==> src/rtl/ps_pkg.sv <==
// Shared definitions for the program-sequencer interrupt block:
// FSM state encoding and write-select codes for the IMASK/IRPTL port.
package ps_pkg;

    typedef enum logic [1:0] {
        ST_IDLE = 2'd0,
        ST_REQ  = 2'd1,
        ST_SVC  = 2'd2
    } irq_state_t;

    localparam logic WSEL_IMASK = 1'b0;
    localparam logic WSEL_IRPTL = 1'b1;

endpackage

==> src/rtl/ps_irq_prio_enc.sv <==
// Fixed-priority encoder: the lowest set index wins. vld is set when any bit is set.
module ps_irq_prio_enc #(
    parameter int N = 4
) (
    input  logic [N-1:0] bits,
    output logic [2:0]   idx,
    output logic         vld
);

    always_comb begin
        idx = '0;
        vld = |bits;
        // Scan downward so the lowest set index is the last assignment.
        for (int i = N - 1; i >= 0; i--) begin
            if (bits[i]) idx = 3'(i);
        end
    end

endmodule

==> src/rtl/ps_irq_ctrl.sv <==
// Edge-latched interrupt controller feeding vector requests to the program sequencer.
// Optional nesting of higher-priority interrupts is enabled with macro PS_IRQ_NEST_EN.
module ps_irq_ctrl
    import ps_pkg::*;
#(
    parameter int          NIRQ      = 4,
    parameter logic [15:0] VEC_BASE  = 16'h0040,
    parameter int          VEC_SHIFT = 2
) (
    input  logic            clk,
    input  logic            rst,
    input  logic [NIRQ-1:0] irq_req,
    input  logic            ps_irq_ack,
    input  logic            ps_irq_rti,
    input  logic            ps_irq_wrt_en,
    input  logic            ps_irq_wrt_sel,
    input  logic [NIRQ-1:0] ps_irq_wdt,
    output logic            irq_ps_vld,
    output logic [15:0]     irq_ps_vec,
    output logic            irq_ps_wake,
    output logic [NIRQ-1:0] irq_imask,
    output logic [NIRQ-1:0] irq_irptl,
    output logic [NIRQ-1:0] irq_imaskp
);

    localparam logic [NIRQ-1:0] ONE = 1;

    irq_state_t      state;
    logic [2:0]      idx;
    logic [NIRQ-1:0] irq_req_q;
    logic [NIRQ-1:0] irptl;
    logic [NIRQ-1:0] imask;
    logic [NIRQ-1:0] imaskp;
    logic [NIRQ-1:0] irptl_n;
    logic [NIRQ-1:0] imaskp_n;
    logic [NIRQ-1:0] rise;
    logic [NIRQ-1:0] blk;
    logic [NIRQ-1:0] eligible;
    logic [2:0]      arb_idx;
    logic            arb_vld;
    logic [2:0]      svc_idx;
    logic            svc_vld;
    logic [15:0]     arb_vec;

    assign rise     = irq_req & ~irq_req_q;
    assign eligible = irptl & imask & ~blk;
    assign arb_vec  = VEC_BASE + (16'(arb_idx) << VEC_SHIFT);

    ps_irq_prio_enc #(.N(NIRQ)) u_arb_enc (
        .bits (eligible),
        .idx  (arb_idx),
        .vld  (arb_vld)
    );

    ps_irq_prio_enc #(.N(NIRQ)) u_svc_enc (
        .bits (imaskp),
        .idx  (svc_idx),
        .vld  (svc_vld)
    );

    always_comb begin
        blk = '0;
`ifdef PS_IRQ_NEST_EN
        // Block the active service level and everything of lower priority.
        for (int i = 0; i < NIRQ; i++) begin
            blk[i] = svc_vld && (3'(i) >= svc_idx);
        end
`else
        if (state == ST_SVC) blk = '1;
`endif
    end

    // Clears are applied first so a same-cycle rising edge keeps the bit set.
    always_comb begin
        irptl_n = irptl;
        if (ps_irq_wrt_en && ps_irq_wrt_sel == WSEL_IRPTL) irptl_n = irptl_n & ~ps_irq_wdt;
        if (state == ST_REQ && ps_irq_ack) irptl_n = irptl_n & ~(ONE << idx);
        irptl_n = irptl_n | rise;
    end

    always_comb begin
        imaskp_n = imaskp;
        if (state == ST_REQ && ps_irq_ack) imaskp_n = imaskp | (ONE << idx);
        else if (state == ST_SVC && ps_irq_rti && svc_vld) imaskp_n = imaskp & ~(ONE << svc_idx);
    end

    always_ff @(posedge clk or negedge rst) begin
        if (!rst) begin
            irq_req_q   <= '0;
            irptl       <= '0;
            imask       <= '1;
            imaskp      <= '0;
            irq_ps_wake <= 1'b0;
        end else begin
            irq_req_q   <= irq_req;
            irptl       <= irptl_n;
            imaskp      <= imaskp_n;
            irq_ps_wake <= |(irptl & imask);
            if (ps_irq_wrt_en && ps_irq_wrt_sel == WSEL_IMASK) imask <= ps_irq_wdt;
        end
    end

    always_ff @(posedge clk or negedge rst) begin
        if (!rst) begin
            state      <= ST_IDLE;
            idx        <= '0;
            irq_ps_vld <= 1'b0;
            irq_ps_vec <= '0;
        end else begin
            case (state)
                ST_IDLE: begin
                    if (arb_vld) begin
                        state      <= ST_REQ;
                        idx        <= arb_idx;
                        irq_ps_vld <= 1'b1;
                        irq_ps_vec <= arb_vec;
                    end
                end
                ST_REQ: begin
                    // The request is held until acked, regardless of mask changes.
                    if (ps_irq_ack) begin
                        state      <= ST_SVC;
                        irq_ps_vld <= 1'b0;
                    end
                end
                ST_SVC: begin
                    if (ps_irq_rti) begin
                        if (imaskp_n == '0) state <= ST_IDLE;
                    end
`ifdef PS_IRQ_NEST_EN
                    else if (arb_vld) begin
                        state      <= ST_REQ;
                        idx        <= arb_idx;
                        irq_ps_vld <= 1'b1;
                        irq_ps_vec <= arb_vec;
                    end
`endif
                end
                default: begin
                    state      <= ST_IDLE;
                    irq_ps_vld <= 1'b0;
                end
            endcase
        end
    end

    assign irq_imask  = imask;
    assign irq_irptl  = irptl;
    assign irq_imaskp = imaskp;

endmodule

==> config.mk <==
export PLATFORM = sky130hd
export DESIGN_NAME = ps_irq_ctrl
export DESIGN_NICKNAME = d
export VERILOG_FILES = /design/src/rtl/ps_pkg.sv /design/src/rtl/ps_irq_prio_enc.sv /design/src/rtl/ps_irq_ctrl.sv
export SDC_FILE = /design/constraint.sdc
export NUM_CORES = 1
export LEC_CHECK = 0
export ABC_CLOCK_PERIOD_IN_PS = 1300
export BUFFER_PORTS_ARGS = -buffer_cell sky130_fd_sc_hd__buf_2
export CORE_ASPECT_RATIO = 1.75
export CORE_MARGIN = 3
export CORE_UTILIZATION = 43
export DETAILED_ROUTE_END_ITERATION = 16
export MAX_ROUTING_LAYER = met4
export PLACE_DENSITY = 0.74
export REMOVE_ABC_BUFFERS = 1
export SLEW_MARGIN = 40
export SYNTH_ARGS = -nofsm -noshare
export SYNTH_HDL_FRONTEND = slang
export SYNTH_SLANG_ARGS = --single-unit
==> constraint.sdc <==
create_clock -name clk -period 1.3 [get_ports clk]
set_clock_uncertainty 0.1 [all_clocks]
set_input_delay 0 -clock clk [delete_from_list [all_inputs] [get_ports clk]]
set_output_delay 0 -clock clk [all_outputs]
set_load 0.005 [all_outputs]
==> results of run 1 <==
==> placed cells by master (no fill, tap or decap), types with 2 or more instances in the layout <==
cell type,count
buf_4,22
o21ai_1,3
a21oi_2,5
buf_2,30
a32oi_1,2
o211ai_1,2
nand3_1,6
dfstp_2,4
nand2b_1,3
mux2_1,4
a22oi_2,2
dlygate4sd3_1,11
buf_6,5
dfrtp_1,17
dfrtp_2,2
conb_1,13
inv_1,9
nor2_1,5
nand2_1,5
clkbuf_8,3
nand2_2,2
==> registers in the layout, summed over array words and instances, names as in the netlist <==
register	flops
irq_ps_wake	1
irq_ps_vld	1
irq_imask	4
state	2
irq_imaskp	4
irq_req_q	4
irq_ps_vec	2
irq_irptl	4
idx	1
==> cells in the mapped netlist <==
| master | count | area (um^2) |
|---|---|---|
| nand3_1 | 6 | 30.0 |
| a22oi_1 | 2 | 15.0 |
| conb_1 | 1 | 3.75 |
| a32oi_1 | 2 | 17.5 |
| a21oi_1 | 6 | 30.0 |
| nand3b_1 | 1 | 7.51 |
| o22ai_1 | 2 | 12.5 |
| mux2_1 | 5 | 56.3 |
| a211oi_1 | 1 | 7.51 |
| nand2_1 | 7 | 26.3 |
| and4bb_4 | 1 | 16.3 |
| o32a_1 | 1 | 10.0 |
| buf_2 | 1 | 5.00 |
| o211ai_1 | 2 | 15.0 |
| and4b_1 | 1 | 10.0 |
| o21ai_1 | 3 | 15.0 |
| nand4bb_2 | 1 | 16.3 |
| nor3_1 | 1 | 5.00 |
| dfrtp_1 | 19 | 475 |
| o21a_1 | 1 | 7.51 |
| a211oi_2 | 1 | 12.5 |
| nor2_1 | 7 | 26.3 |
| and2_1 | 1 | 6.26 |
| nand2b_1 | 3 | 18.8 |
| inv_1 | 9 | 33.8 |
| or3_1 | 1 | 6.26 |
| buf_4 | 14 | 105 |
| dfstp_2 | 4 | 105 |
| nor2b_1 | 1 | 6.26 |
| a221oi_2 | 1 | 15.0 |
| nor2b_4 | 1 | 13.8 |
==> power by group through the flow <==
stage | clock network (mW) | registers (mW) | logic [mW]
after global placement | 0 | 1.11 | 1.22
after CTS | 0.438 | 1.12 | 1.44
after detailed placement | 0 | 1.12 | 1.26
after floorplan | 0 | 1.17 | 0.511
final | 0.433 | 1.15 | 1.62
after global routing | 0.490 | 1.16 | 1.74
==> area by class of cell <==
type,instances,area (um^2),share of cell area [%]
flip-flops and latches,23,583,34.1
clock buffers,4,45.0,2.64
well taps,26,32.5,1.90
repair buffers,68,482,28.2
multi-input cells,72,532,31.1
inverters,9,33.8,1.98
==> worst register-to-register path, stage by stage (launching register included) <==
cell and delay, ns:
dfrtp_2 0.45, buf_6 0.13, and4bb_4 0.22, a211oi_4 0.22
nor2_1 0.06, a32oi_1 0.20
==> path summary, 6_finish.rpt <==
check | endpoint | cells past startpoint | from | slack [ns]
setup / recovery | state[1] | 5 | state[1] | -0.17
hold / removal | irq_imaskp[0] | 3 | ps_irq_ack | 0.02
setup reg to reg | state[1] | 5 | state[1] | -0.17
hold reg to reg | irq_irptl[1] | 1 | irq_req_q[1] | 0.31
max in group asynchronous | state[0] | 2 | rst | 0.58
min in group asynchronous | irq_req_q[1] | 2 | rst | 0.14
==> routing by layer <==
| metal | vias up | GRT usage [%] | routed length [um] |
|---|---|---|---|
| li1 | 481 | - | - |
| met1 | 507 | 19.1 | 1090 |
| met2 | 40 | 37.1 | 1790 |
| met3 | 6 | 3.43 | 159 |
| met4 | 0 | 8.47 | 74 |
| met5 | - | - | 0 |
==> timing repair <==
item,in CTS,in global routing
hold buffers,11,0
setup buffers,3,4
pin swaps,6,4
endpoints found under the setup margin,8,12
resized for setup,8,17
endpoints found under the hold margin,38,0
==> kinds of logic after synthesis <==
group,after synthesis,synth area share (%)
mux,5,4.98
buf+inv,24,12.7
compound gates,22,13.9
simple gates,32,16.7
flops,23,51.3
other cells,1,0.332
==> stage by stage <==
stage               instance area [um^2]  setup WS, ns
floorplan                           1070        -0.123
global placement                    1410        -0.141
detailed placement                  1410        -0.208
CTS                                 1630        -0.156
global route                        1710        -0.202
finish                              1710        -0.168
==> key figures, run 1 <==
Outcome
  – Status: finished with violations
  – Failing checks: negative setup slack

Timing
  – Slew headroom: 65.0%
  – Unrepaired setup endpoints after global routing: true
  – Hold WS: 0.0187 ns
  – Pins over their slew limit: 0
  – Highest Clock Rate: 681 MHz
  – Setup WS post-layout: -0.168 ns
  – Hold Fails Final Rpt: 0
  – Worst Max-Slew Pin Slew: 0.525 ns
  – Fin crit share: 113%
  – Setup TNS: -0.470 ns
  – Final Critical Period: 1.47 ns
  – Final number of setup-violating endpoints: 7

Finish
  – Filler Cell Count: 186
  – Post-layout util: 68.5%
  – N_diodes: 0
  – Area growth syn-to-layout: 51.0%
  – Non-Filler Instances: 202
  – Layout cell share with drive strength beyond 1: 48.9%
  – Nets: 191

CTS
  – Clock sink count: 23
  – CTS tree: yes
  – CTS max path bufs: 2
  – Root Driver: clkbuf_8
  – Total CTS buffers: 3
  – Htree depth: 1
  – Worst-Skew Late Latency: 0.26 ns
  – Clock transition at path regs: 0.08 ns

Routing
  – Detail Route Antenna Nets: 0
  – Final wirelength: 3.11 mm
  – Routed WL per cell: 15.4 um
  – First-pass detailed-route iteration total: 4
  – # DRC: 0
  – Initial DRC count: 39
  – DR vias/cell: 5.12
  – Vias post-DR: 1034

Placement
  – Routability Congestion: 0.797
  – Placed insts: 182
  – Port Buffer Count: 30
  – Post-DP HPWL: 2.02 mm

Floorplanning
  – Core Area: 2490 um^2
  – Die Area: 3310 um^2
  – Total I/O pin count: 44
  – Num rows: 24
  – Die W: 44.8 um
  – Starting Density: 45.4%
  – Die Ht: 73.8 um

Power
  – Leak pwr: 0.809 nW
  – Comb power frac: 50.6%
  – Cell Pwr Density: 1870 nW/um^2
  – Total power: 3.20 mW
  – Flop pwr share: 35.8%
  – Sw Ratio: 36.1%
  – Maximum vdd drop: 1260 uV
  – Clk pwr share: 13.5%
  – Cell-internal power: 2.04 mW
  – Switch Pwr: 1.16 mW

Global routing
  – First-pass GRT wire length: 4.77 mm
  – Initial antenna violation count: 0
  – GRT Total Usage: 19.9%
  – Total grt overflow: 0
  – Vias in the first global route: 1090
  – Largest net degree at the start of global routing: 24

Yosys
  – #FFs+latches synth: 23
  – Syn. warnings: 0
  – Unique masters post-synth: 31
  – Mean Syn Cell Area: 10.6 um^2
  – Mapped Area: 1130 um^2
  – Post-Synthesis Cells: 107
  – Sequential area share after synthesis: 51.3%

Worst setup path
  – Critical Path, Cell by Cell: buf_6 > and4bb_4 > a211oi_4 > nor2_1 > a32oi_1
  – Arrival @ worst endpoint: 1.54 ns
  – Worst path bufs/invs: 1
  – Worst setup EP type: flop
  – Worst path max stage delay: 0.45 ns
  – Delay-heaviest family, CP: flip-flops
  – Req. time, crit path: 1.37 ns
  – Crit Path Max Fanout: 6
  – Slowest CP cell: dfrtp_2
  – Crit path launch type: flop
  – Crit path kind: flop to flop

Min path
  – Type of the worst min-delay path: input pin to flop

Job
  – Max Cap Violations: 0
Power figures use the tool's default switching activity.
==> run 2, diff against run 1 <==
--- a/config.mk
+++ b/config.mk
@@ -5,9 +5,10 @@
 export SDC_FILE = /design/constraint.sdc
 export NUM_CORES = 1
 export LEC_CHECK = 0
+export ABC_AREA = 1
 export ABC_CLOCK_PERIOD_IN_PS = 1300
 export BUFFER_PORTS_ARGS = -buffer_cell sky130_fd_sc_hd__buf_2
-export CORE_ASPECT_RATIO = 1.75
+export CORE_ASPECT_RATIO = 0.8
 export CORE_MARGIN = 3
 export CORE_UTILIZATION = 43
 export DETAILED_ROUTE_END_ITERATION = 16
==> run 2 against run 1 <==
  * The run still ends with negative setup slack left
  * Flip-flop and latch count unchanged
  * Register-to-register slack improved by 0.11 ns
  * Combinational power decreased by 30%
  * Critical path type unchanged
==> key figures, run 2 <==
Outcome
  – Status: finished with violations (unchanged)
  – Failing checks: negative setup slack (unchanged)

Floorplanning
  – Die W: 63.3 um (was 44.8 um)
  – Die Ht: 51.8 um (was 73.8 um)
  – Starting Density: 48.5% (was 45.4%)
  – Num rows: 15 (was 24)
  – Total I/O pin count: 44 (unchanged)
  – Core Area: 2330 um^2 (was 2490 um^2)
  – Die Area: 3280 um^2 (was 3310 um^2)

Placement
  – Placed insts: 204 (was 182)
  – Routability Congestion: 0.831 (was 0.797)
  – Post-DP HPWL: 1.80 mm (was 2.02 mm)
  – Port Buffer Count: 30 (unchanged)
  – Worst slack, placed: -0.0294 ns (was -0.208 ns)

Power
  – Sw Ratio: 39.4% (was 36.1%)
  – Cell-internal power: 1.55 mW (was 2.04 mW)
  – Maximum vdd drop: 801 uV (was 1260 uV)
  – Cell Pwr Density: 1620 nW/um^2 (was 1870 nW/um^2)
  – Flop pwr share: 42.9% (was 35.8%)
  – Total power: 2.56 mW (was 3.20 mW)
  – Leak pwr: 0.873 nW (was 0.809 nW)
  – Comb power frac: 44.3% (was 50.6%)
  – Clk pwr share: 12.8% (was 13.5%)
  – Switch Pwr: 1.01 mW (was 1.16 mW)

Finish
  – Nets: 209 (was 191)
  – Area growth syn-to-layout: 40.0% (was 51.0%)
  – Non-Filler Instances: 228 (was 202)
  – Commonest non-fill, non-tap cells in the layout: buf_2 (29), inv_1 (27), nand2_1 (22), dfrtp_1 (18) (was buf_2 (30), buf_4 (22), dfrtp_1 (17), conb_1 (13), dlygate4sd3_1 (11))
  – N_diodes: 0 (unchanged)
  – Layout cell share with drive strength beyond 1: 35.6% (was 48.9%)
  – Most common cell after layout, fill and taps aside: buf_2 (unchanged)

Timing
  – Fin crit share: 105% (was 113%)
  – Highest Clock Rate: 734 MHz (was 681 MHz)
  – Hold Fails Final Rpt: 0 (unchanged)
  – Final Critical Period: 1.36 ns (was 1.47 ns)
  – Final number of setup-violating endpoints: 2 (was 7)
  – Unrepaired setup endpoints after global routing: true (unchanged)
  – Worst Max-Slew Pin Slew: 0.506 ns (was 0.525 ns)
  – Pins over their slew limit: 0 (unchanged)
  – Setup WS post-layout: -0.0616 ns (was -0.168 ns)
  – Slew headroom: 66.2% (was 65.0%)

Global routing
  – Vias in the first global route: 970 (was 1090)
  – Initial antenna violation count: 0 (unchanged)
  – First-pass GRT wire length: 4.29 mm (was 4.77 mm)
  – Total grt overflow: 0 (unchanged)
  – Largest net degree at the start of global routing: 24 (unchanged)
  – GRT Total Usage: 17.4% (was 19.9%)

Yosys
  – Mean Syn Cell Area: 8.37 um^2 (was 10.6 um^2)
  – Post-synth EDFFs: 0 (unchanged)
  – Count leader, synth: inv_1 (was dfrtp_1)
  – Top post-synthesis cells by area: dfrtp_1 (42%), inv_1 (9.6%), dfstp_2 (9.3%), nand2_1 (9.0%), buf_4 (8.6%) (was dfrtp_1 (42%), buf_4 (9.3%), dfstp_2 (9.3%), mux2_1 (5.0%), inv_1 (3.0%))
  – Ys flop type: dfrtp_1 (unchanged)
  – Top-area cell type share of the netlist area: 42.1% (was 42.0%)
  – Sequential area share after synthesis: 51.4% (was 51.3%)
  – #FFs+latches synth: 23 (unchanged)
  – Most frequent cells after synthesis: inv_1 (29), nand2_1 (27), dfrtp_1 (19) (was dfrtp_1 (19), buf_4 (14), inv_1 (9))
  – Post-Synthesis Cells: 135 (was 107)
  – Unique masters post-synth: 22 (was 31)
  – Mapped Area: 1130 um^2 (about the same)
  – Asr flop ratio synth: 100% (unchanged)
  – Yosys top cell by area: dfrtp_1 (unchanged)
  – Syn. warnings: 0 (unchanged)

Job
  – Max Cap Violations: 0 (unchanged)

CTS
  – CTS max path bufs: 2 (unchanged)
  – Total CTS buffers: 3 (unchanged)
  – Worst-Skew Late Latency: 0.31 ns (was 0.26 ns)
  – Clock sink count: 23 (unchanged)
  – CTS tree: yes (unchanged)
  – Clock transition at path regs: 0.13 ns (was 0.08 ns)
  – Root Driver: clkbuf_4 (was clkbuf_8)
  – Htree depth: 1 (unchanged)

Routing
  – DR vias/cell: 4.54 (was 5.12)
  – Initial DRC count: 42 (was 39)
  – # DRC: 0 (unchanged)
  – Detail Route Antenna Nets: 0 (unchanged)
  – First-pass detailed-route iteration total: 5 (was 4)
  – Routed WL per cell: 11.6 um (was 15.4 um)
  – Vias post-DR: 1035 (was 1034)
  – Final wirelength: 2.64 mm (was 3.11 mm)

Worst setup path
  – Worst setup EP type: flop (unchanged)
  – Crit path from: state[0] (was state[1])
  – Reg-to-reg endpoint: state[1] (unchanged)
  – Crit Path Max Fanout: 4 (was 6)
  – Crit path launch type: flop (unchanged)
  – Reg2reg start: state[0] (was state[1])
  – Crit path to: state[1] (unchanged)
  – Cell depth of the worst flop-to-flop path: 10 (was 5)
  – Req. time, crit path: 1.41 ns (was 1.37 ns)
  – Reg2reg setup slack: -0.06 ns (was -0.17 ns)
  – Crit path kind: flop to flop (unchanged)
  – Arrival @ worst endpoint: 1.47 ns (was 1.54 ns)

Min path
  – Type of the worst min-delay path: input pin to async pin (was input pin to flop)
==> run 2: cell types whose count changed in the layout (fill, tap and decap cells not counted), sizes merged, moves of 3 or more <==
cell and delta:
buf -14, o21ai +13, inv +21, nand2b -3, a21oi -5, mux2 -5
nand2 +21
==> run 2: cells by family after synthesis <==
logic type             Yosys count  share of synthesized area, %
AOI/OAI and AO/OA               22                          11.4
and+or+nand+nor                 46                          18.3
buffers and inverters           43                          18.6
DFF                             23                          51.4
other                            1                         0.332
==> run 2: cell type report <==
class	count	area [um^2]
fill	216	746
sequential	23	582
multi-input combinational	81	433
timing repair buffer	56	384
inverter	30	113
tap	34	42.5
clock buffer	3	22.5
clock inverter	1	5.00
==> run 2: how the worst min path moves through the flow <==
stage,from,to,slack (ns),cells after the start
2_1_floorplan,rst,idx[0],-0.40,0
3_3_place_gp,rst,irq_ps_vec[6],-0.11,1
3_5_place_dp,rst,irq_ps_vec[6],-0.1,1
4_1_cts,rst,irq_irptl[3],0.09,2
5_1_grt,rst,irq_irptl[0],0.13,2
6_report,rst,irq_ps_vec[6],0.07,2
==> run 2: critical path, stage by stage (launching register included) <==
cell and delay, ns:
dfrtp_1 0.43, inv_2 0.11, nand2_4 0.08, nor2_4 0.10, nand3b_1 0.11, nand2_2 0.08, nand2_1 0.05, inv_1 0.05
nand2_1 0.05, nand2_1 0.05, nand3_1 0.06
==> run 2: per-stage QoR <==
step	area (um^2)	utilization, %	hold WS, ns	setup TNS, ns
floorplan	1080	-	-0.396	0
global placement	1320	56.5	-0.106	-0.00992
detailed placement	1320	56.5	-0.0955	-0.0294
CTS	1500	64.4	0.0916	-0.0131
global route	1580	68.0	0.127	-0.467
finish	1580	68.0	0.0698	-0.0790
==> run 2: metal layers <==
layer / GRT usage, % / vias up / share of wire, %
met1: 21.6 / 484 / 43
met2: 29.1 / 43 / 50
met5: - / - / 0
li1: - / 506 / -
met4: 2.15 / 0 / 0.15
met3: 5.40 / 2 / 6.4
==> run 2: what timing repair did <==
action	in CTS	in global routing
gates resized for setup	3	14
setup endpoints to repair	3	7
endpoints found under the hold margin	39	0
pin swaps	1	3
buffers inserted	2	5
hold buffers	13	0
==> run 2: power by group through the flow <==
stage / logic (mW) / clock network, mW / registers (mW)
global placement: 0.842 / 0 / 1.09
CTS: 0.942 / 0.344 / 1.09
global route: 1.28 / 0.382 / 1.12
detailed placement: 0.860 / 0 / 1.10
finish: 1.13 / 0.329 / 1.10
floorplan: 0.521 / 0 / 1.09
